==> src/rtl/shifter_pkg.sv <==
// Op codes and helpers shared by the pipelined barrel shifter and its mux levels.
package shifter_pkg;

  localparam logic [2:0] OP_SLL = 3'b000;
  localparam logic [2:0] OP_SRL = 3'b001;
  localparam logic [2:0] OP_SRA = 3'b010;
  localparam logic [2:0] OP_ROL = 3'b011;
  localparam logic [2:0] OP_ROR = 3'b100;

  function automatic logic is_reserved_op(input logic [2:0] op);
    return op > OP_ROR;
  endfunction

endpackage

==> src/rtl/barrel_shift_level.sv <==
// One combinational mux level: shifts or rotates by DIST when en is set.
module barrel_shift_level
  import shifter_pkg::*;
#(
  parameter int WIDTH = 32,
  parameter int DIST  = 1
) (
  input  logic [WIDTH-1:0] data,
  input  logic             en,
  input  logic [2:0]       op,
  output logic [WIDTH-1:0] res
);

  always_comb begin
    res = data;
    if (en) begin
      case (op)
        OP_SLL:  res = data << DIST;
        OP_SRL:  res = data >> DIST;
        OP_SRA:  res = $signed(data) >>> DIST;
        OP_ROL:  res = {data[WIDTH-DIST-1:0], data[WIDTH-1:WIDTH-DIST]};
        OP_ROR:  res = {data[DIST-1:0], data[WIDTH-1:DIST]};
        // reserved ops pass the operand through untouched
        default: res = data;
      endcase
    end
  end

endmodule

==> src/rtl/pipelined_barrel_shifter.sv <==
// Pipelined SLL/SRL/SRA/ROL/ROR shifter with valid/ready on both sides and a sideband tag.
module pipelined_barrel_shifter
  import shifter_pkg::*;
#(
  parameter  int WIDTH  = 32,
  parameter  int STAGES = 2,
  parameter  int TAG_W  = 4,
  localparam int LOG2W  = $clog2(WIDTH)
) (
  input  logic             clock,
  input  logic             reset_n,
  input  logic             in_valid,
  output logic             in_ready,
  input  logic [WIDTH-1:0] in_data,
  input  logic [LOG2W-1:0] in_shamt,
  input  logic [2:0]       in_op,
  input  logic [TAG_W-1:0] in_tag,
  output logic             out_valid,
  input  logic             out_ready,
  output logic [WIDTH-1:0] out_data,
  output logic [TAG_W-1:0] out_tag,
  output logic             out_err
);

  if (WIDTH < 2 || (WIDTH & (WIDTH - 1)) != 0) begin : g_bad_width
    $error("pipelined_barrel_shifter: WIDTH must be a power of two >= 2");
  end
  if (STAGES < 1 || STAGES > LOG2W) begin : g_bad_stages
    $error("pipelined_barrel_shifter: STAGES must be in 1..LOG2W");
  end

  // stage registers
  logic [STAGES-1:0] vld_pipe;
  logic [WIDTH-1:0]  data_q [STAGES];
  logic [LOG2W-1:0]  sh_q   [STAGES];
  logic [2:0]        op_q   [STAGES];
  logic [TAG_W-1:0]  tag_q  [STAGES];
  logic [STAGES-1:0] err_q;

  // what each stage would capture this cycle
  logic              vld_d  [STAGES];
  logic [WIDTH-1:0]  data_d [STAGES];
  logic [LOG2W-1:0]  sh_d   [STAGES];
  logic [2:0]        op_d   [STAGES];
  logic [TAG_W-1:0]  tag_d  [STAGES];
  logic              err_d  [STAGES];
  logic [STAGES-1:0] load;

  for (genvar s = 0; s < STAGES; s++) begin : g_stg
    if (s == 0) begin : g_head
      assign vld_d[s] = in_valid;
      assign sh_d[s]  = in_shamt;
      assign op_d[s]  = in_op;
      assign tag_d[s] = in_tag;
      assign err_d[s] = is_reserved_op(in_op);
    end else begin : g_body
      assign vld_d[s] = vld_pipe[s-1];
      assign sh_d[s]  = sh_q[s-1];
      assign op_d[s]  = op_q[s-1];
      assign tag_d[s] = tag_q[s-1];
      assign err_d[s] = err_q[s-1];
    end
  end

  // level k lives in stage k*STAGES/LOG2W; levels sharing a stage chain combinationally
  for (genvar k = 0; k < LOG2W; k++) begin : g_lvl
    localparam int S     = (k * STAGES) / LOG2W;
    localparam bit FIRST = (k == 0) || (((k - 1) * STAGES) / LOG2W != S);
    localparam bit LAST  = (k == LOG2W - 1) || (((k + 1) * STAGES) / LOG2W != S);
    logic [WIDTH-1:0] din, dout;

    if (!FIRST) begin : g_chain
      assign din = g_lvl[k-1].dout;
    end else if (S == 0) begin : g_in
      assign din = in_data;
    end else begin : g_reg
      assign din = data_q[S-1];
    end

    barrel_shift_level #(.WIDTH(WIDTH), .DIST(1 << k)) u_level (
      .data (din),
      .en   (sh_d[S][k]),
      .op   (op_d[S]),
      .res  (dout)
    );

    if (LAST) begin : g_out
      assign data_d[S] = dout;
    end
  end

  // a stage moves when it is empty or its successor moves; empty stages soak up bubbles
  always_comb begin
    load = '0;
    load[STAGES-1] = !vld_pipe[STAGES-1] || out_ready;
    for (int s = STAGES - 2; s >= 0; s--)
      load[s] = !vld_pipe[s] || load[s+1];
  end

  always_ff @(posedge clock or negedge reset_n) begin
    if (!reset_n) begin
      vld_pipe <= '0;
      err_q    <= '0;
      for (int s = 0; s < STAGES; s++) begin
        data_q[s] <= '0;
        sh_q[s]   <= '0;
        op_q[s]   <= '0;
        tag_q[s]  <= '0;
      end
    end else begin
      for (int s = 0; s < STAGES; s++) begin
        if (load[s]) begin
          vld_pipe[s] <= vld_d[s];
          if (vld_d[s]) begin
            data_q[s] <= data_d[s];
            sh_q[s]   <= sh_d[s];
            op_q[s]   <= op_d[s];
            tag_q[s]  <= tag_d[s];
            err_q[s]  <= err_d[s];
          end
        end
      end
    end
  end

  assign in_ready  = load[0];
  assign out_valid = vld_pipe[STAGES-1];
  assign out_data  = data_q[STAGES-1];
  assign out_tag   = tag_q[STAGES-1];
  assign out_err   = err_q[STAGES-1];

endmodule

==> config.mk <==
export PLATFORM = sky130hd
export DESIGN_NAME = pipelined_barrel_shifter
export DESIGN_NICKNAME = d
export VERILOG_FILES = /design/src/rtl/shifter_pkg.sv /design/src/rtl/barrel_shift_level.sv /design/src/rtl/pipelined_barrel_shifter.sv
export SDC_FILE = /design/constraint.sdc
export NUM_CORES = 1
export LEC_CHECK = 0
export BUFFER_PORTS_ARGS = -buffer_cell sky130_fd_sc_hd__buf_4
export CORE_AREA = 2 2 134 136
export CTS_BUF_LIST = sky130_fd_sc_hd__clkbuf_8
export DETAILED_ROUTE_END_ITERATION = 7
export DIE_AREA = 0 0 136 138
export PLACE_DENSITY_LB_ADDON = 0.12
export SLEW_MARGIN = 20
export SYNTH_ARGS = -nofsm -noshare
export SYNTH_HDL_FRONTEND = slang
export SYNTH_SLANG_ARGS = --single-unit
export TNS_END_PERCENT = 30
==> constraint.sdc <==
create_clock -name clock -period 4.78 [get_ports clock]
set_input_delay 0.478 -clock clock [delete_from_list [all_inputs] [get_ports clock]]
set_output_delay 0.478 -clock clock [all_outputs]
set_load 0.005 [all_outputs]
==> flow_summary.toml, run 1 <==
[layout]
instances_no_fill = 1253
drive_above_1_share_pct = 17.5
area_growth_syn_to_layout_pct = 11.4
finalNetCount = 1067
finalCoreUtilization_pct = 48.9
n_antenna_cell = 0
design_area_um2 = 8580

[power]
switching_share_pct = 42.8
p_leak_nw = 3.39
seq_power_share_pct = 36.5
ir_drop_uv = 161
pwr-share-comb_pct = 44.0
power_mw = 2.86
pwr_density_cell_nw_per_um2 = 333
internal_power_mw = 1.63
p_clk_share_pct = 19.5
switchingPower_mw = 1.22

[setup_path]
crit_buf_inv = 2
r2r_slack_ps = 2170
timing.rr.start = "op_d[2]$_DFFE_PN0P_"
r2r_end = "out_data[0]$_DFFE_PN0P_"
worst_setup_path_end_kind = "flip-flop"
cpMaxStageDelayCell = "a211oi_1"
start_kind = "primary input"
cpMostUsedCell = "buf_4"
cpLargestDelayFamily = "compound AO/OA/AOI/OAI gates"
required_ps = 5080
reg2regPathDepth = 6
crit_chain = "buf_4 > xor2_1 > buf_4 > mux2i_1 > a211oi_1 > nand2_1 > o21a_1 > a221oi_2"
worstPathMaxFanout = 48
crit_type = "primary input to flip-flop"
arrival_ps = 3150
max_stage_delay_ps = 1000

[hold_path]
hp-class = "primary input to asynchronous set/reset pin"

[clock_network]
clockBufferDepth = 2
clk_latency_ps = 390
cts_tree = "built"
htreeDepth = 3
clock_sinks = 81
cts_hold_buffers = 0
cts-root-buf = "clkbuf_8"
postCtsResizedCells = 0
clk_pin_slew_worst_paths_ps = 100
cts_setup_buffers = 0
cts_buffers = 9

[grt]
track_usage_pct = 33.8
grt_pass1_wl_mm = 49.2
grt_max_degree = 82
antenna_found_initial = 0
grt_overflow = 0
grt_pass1_vias = 8155

[timing]
rsz0062_at_grt = "false"
fin_tns_setup_ps = 0
relSlewSlack_pct = 19.6
final.period_utilization_pct = 59.7
min_period_ps = 2850
finalHoldViolations = 0
slew_violations = 0
max_clock_freq_mhz = 351
setup_ws_ps = 1930
skew_ps = 19.5
setup_viol = 0
hold_ws_ps = 119
worst_pin_slew_ps = 1200

[synthesis]
async_flop_share_pct = 100
synth_fp_nets = 1045
synthCells = 997
ys_warn_count = 0
avgSynthCellArea_um2 = 7.73
synth_seq_cells = 81
yosysSeqAreaShare_pct = 26.3
synth_edf_count = 0
ys.flop_type = "dfrtp_1"
synth_cell_type_count = 82
netlist_area_um2 = 7700

[drt]
wl_per_cell_um = 25.4
drtIter0Drc = 1362
dr.pass1.iters = 7
drtAntennaViolNets = 0
wirelength_mm = 31.8
drc = 0
num_vias = 8768
vias_per_cell = 7.00

[run]
drv_cap = 0

[die]
start_util_pct = 43.9
die-area_um2 = 18800
num_rows = 49
ios = 87
coreArea_um2 = 17500
die_height_um = 138
die_x_um = 136

[placed_design]
port_buffers = 86
dpl.hpwl_mm = 22.5
place.gp.congestion = 1.04
place_inst = 1237
pre_cts_ws_ps = 1640
placed_area_um2 = 8360

[status]
run_status = "finished clean"
## metal layers
metal / up-vias / wire length (um) / GRT usage [%]
met5: - / 0 / 0
met4: 0 / 1660 / 15.1
met3: 120 / 3470 / 7.52
met2: 583 / 13600 / 48.6
met1: 4183 / 13100 / 48.1
li1: 3882 / - / -
## cell usage after synthesis (all sizes together), types with 21 or more instances
master | instances | area, um2
o211ai | 28 | 215
a221oi | 34 | 304
mux2i | 41 | 410
a21oi | 85 | 425
a211oi | 21 | 173
o21ai | 49 | 245
nand2 | 97 | 364
buf | 41 | 245
a31oi | 23 | 144
o22ai | 27 | 169
clkbuf | 58 | 218
dfrtp | 81 | 2030
a22oi | 22 | 165
nor2 | 135 | 517
## logic make-up after synthesis
| group | Yosys count | share of synthesized area [%] |
|---|---|---|
| flops | 81 | 26.3 |
| compound gates | 408 | 37.8 |
| mux | 61 | 8.83 |
| buf+inv | 111 | 6.59 |
| simple gates | 332 | 19.9 |
| xor+xnor | 3 | 0.439 |
| fa+ha+maj | 1 | 0.130 |
## power by group through the flow
| stage | Combinational, mW | Clock (mW) | Sequential (mW) |
|---|---|---|---|
| 2_1_floorplan | 0.777 | 0 | 0.987 |
| 5_1_grt | 1.36 | 0.595 | 1.06 |
| 6_report | 1.26 | 0.556 | 1.04 |
| 4_1_cts | 1.23 | 0.570 | 1.04 |
| 3_3_place_gp | 1.22 | 0 | 1.05 |
| 3_5_place_dp | 1.23 | 0 | 1.05 |
## sequential cells by signal, summed over array words and instances, names as in the netlist
name / cells
err_q: 2
g_lvl.din: 32
op_d: 3
out_data: 32
out_tag: 4
sh_d: 2
tag_d: 4
vld_pipe: 2
## worst max-delay path by stage
stage	from	to	slack (ps)	cells past startpoint
3_5_place_dp	in_op[0]	g_lvl[3].din[16]$_DFFE_PN0P_	1640	8
6_report	in_op[0]	g_lvl[3].din[1]$_DFFE_PN0P_	1930	8
2_1_floorplan	in_op[0]	g_lvl[3].din[14]$_DFFE_PN0P_	2560	7
4_1_cts	in_op[0]	g_lvl[3].din[16]$_DFFE_PN0P_	2050	8
3_3_place_gp	in_op[0]	g_lvl[3].din[3]$_DFFE_PN0P_	1640	8
5_1_grt	in_op[0]	g_lvl[3].din[1]$_DFFE_PN0P_	1890	8
## layout by cell type, fill, tap and decap left out, types with 9 or more instances in the layout
master,n
nor2_1,130
buf_4,109
nand2_1,97
a21oi_1,85
dfrtp_1,81
o21ai_0,46
mux2i_1,41
a221oi_1,33
o22ai_1,27
o211ai_1,27
a31oi_1,23
a22oi_1,22
nand3_1,18
a211oi_1,18
o221ai_1,17
mux2_2,16
nor3_1,15
o21bai_1,12
a21o_1,12
a221o_1,11
inv_1,10
and2_1,9
clkbuf_8,9
## area by class of cell
class | instances | area, um2
clock inverters | 7 | 83.8
flip-flops and latches | 81 | 2030
repair buffers | 110 | 830
fillers | 1809 | 8950
clock buffers | 9 | 124
well taps | 229 | 287
multi-input cells | 805 | 5190
inverters | 12 | 45.0
(Power assumes the default switching activity.)
==> run 2: changes to the inputs <==
==> constraint.sdc (replaced) <==
create_clock -name clock -period 2.41 [get_ports clock]
set_input_delay 0.241 -clock clock [delete_from_list [all_inputs] [get_ports clock]]
set_output_delay 0.241 -clock clock [all_outputs]
set_load 0.005 [all_outputs]
==> flow_summary.toml, run 2 (synthesized netlist as in run 1, its figures left out) <==
[status]
run_status = "finished clean"

[drt]
drtAntennaViolNets = 0
drc = 0
dr.pass1.iters = 7
num_vias = 9022
wl_per_cell_um = 24.4
vias_per_cell = 6.71
drtIter0Drc = 1230
wirelength_mm = 32.9

[grt]
antenna_found_initial = 0
grt_max_degree = 49
track_usage_pct = 34.7
grt_overflow = 0
grt_pass1_wl_mm = 50.2
grt_pass1_vias = 8403

[setup_path]
r2r_slack_ps = 220
worst_setup_path_end_kind = "flip-flop"
crit_chain = "buf_4 > or3_1 > and3_1 > a221oi_1 > nor2_1"
start_kind = "flip-flop"
arrival_ps = 2440
timing.rr.start = "op_d[1]$_DFFE_PN0P_"
r2r_end = "out_data[8]$_DFFE_PN0P_"
crit_start = "op_d[1]$_DFFE_PN0P_"
crit_type = "flip-flop to flip-flop"
reg2regPathDepth = 5
required_ps = 2660
max_stage_delay_ps = 500
cpMaxStageDelayCell = "a221oi_1"
cpLargestDelayFamily = "simple AND/OR/NAND/NOR gates"
worstPathMaxFanout = 16
crit_buf_inv = 1

[layout]
seq_area_um2 = 2030
nFillCells = 1734
area_growth_syn_to_layout_pct = 22.4
final_common_cell = "buf_4"
layout_common_cells = "buf_4 (190), nor2_1 (130), nand2_1 (97), a21oi_1 (85), dfrtp_1 (81)"
finalNetCount = 1158
design_area_um2 = 9430
multiInputGateArea_um2 = 5180
n_antenna_cell = 0
drive_above_1_share_pct = 24.1

[power]
power_mw = 6.08
pwr_density_cell_nw_per_um2 = 644
p_leak_nw = 3.89
ir_drop_uv = 504

[timing]
relSlewSlack_pct = 39.5
hold_ws_ps = 52.7
slew_violations = 0
min_period_ps = 2190
worst_pin_slew_ps = 902
fin_tns_setup_ps = 0
setup_viol = 0
final.period_utilization_pct = 90.8
rsz0062_at_grt = "false"
finalHoldViolations = 0
max_clock_freq_mhz = 457
skew_ps = 16.0

[run]
drv_cap = 0

[clock_network]
htreeDepth = 3
clockBufferDepth = 2
clk_pin_slew_worst_paths_ps = 90
cts_buffers = 9
cts_setup_buffers = 0
clock_sinks = 81
cts-root-buf = "clkbuf_8"
clk_latency_ps = 380
cts_tree = "built"

[hold_path]
hp-class = "primary input to flip-flop"
min_delay_path_depth = 3
hold_end = "tag_d[1]$_DFFE_PN0P_"
hold_path_startpoint = "in_tag[1]"

[placed_design]
place.gp.congestion = 1.02
port_buffers = 86
dpl.hpwl_mm = 25.1
placed_area_um2 = 9160

[die]
num_rows = 49
die-area_um2 = 18800
die_height_um = 138
start_util_pct = 43.9
ios = 87
coreArea_um2 = 17500
die_x_um = 136
==> run 2: routing by layer <==
layer / GRT usage [%] / part of all wire, % / wire (um)
met5: 0 / 0 / 0
met4: 15.4 / 4.8 / 1580
met3: 6.60 / 9.3 / 3060
met2: 52.4 / 45 / 14600
met1: 48.0 / 41 / 13600
==> run 2: where the power goes <==
group	leakage [nW]	total, mW	switching, mW	internal, mW
Combinational	2.83	2.75	1.51	1.23
Sequential	0.937	2.04	0.344	1.70
Clock	0.128	1.28	0.574	0.710
Total	3.89	6.08	2.43	3.64
==> run 2: final cells by class <==
type / count / share of cell area [%]
clock buffer: 9 / 1.31
clock inverter: 7 / 1.38
inverter: 12 / 0.478
multi-input combinational: 805 / 54.9
sequential: 81 / 21.5
tap: 229 / 3.04
timing repair buffer: 201 / 17.4
==> run 2: worst min-delay path, stage by stage <==
cell,delay [ps]
buf_4,70
nand2_1,40
nand2_1,50
==> run 2: worst max path at each step <==
stage | end | slack [ps] | depth (start not counted)
detailed placement | g_lvl[3].din[1]$_DFFE_PN0P_ | -30 | 9
CTS | out_data[8]$_DFFE_PN0P_ | 160 | 6
floorplan | g_lvl[3].din[14]$_DFFE_PN0P_ | 430 | 7
global placement | g_lvl[3].din[1]$_DFFE_PN0P_ | 30 | 9
finish | out_data[8]$_DFFE_PN0P_ | 220 | 5
global route | out_data[8]$_DFFE_PN0P_ | 7 | 7
==> run 2: timing repair <==
| item | CTS | global route |
|---|---|---|
| endpoints found under the setup margin | 0 | 2 |
| hold buffers | 1 | 0 |
| endpoints found under the hold margin | 47 | 0 |
| resized for setup | 0 | 1 |
==> run 2: stage by stage <==
stage	utilization [%]	std cells	worst slack (ps)
floorplan	-	997	427
global placement	52.3	1327	28.3
detailed placement	52.3	1327	-34.8
CTS	53.8	1344	159
global route	53.8	1344	7.27
finish	53.8	1344	222
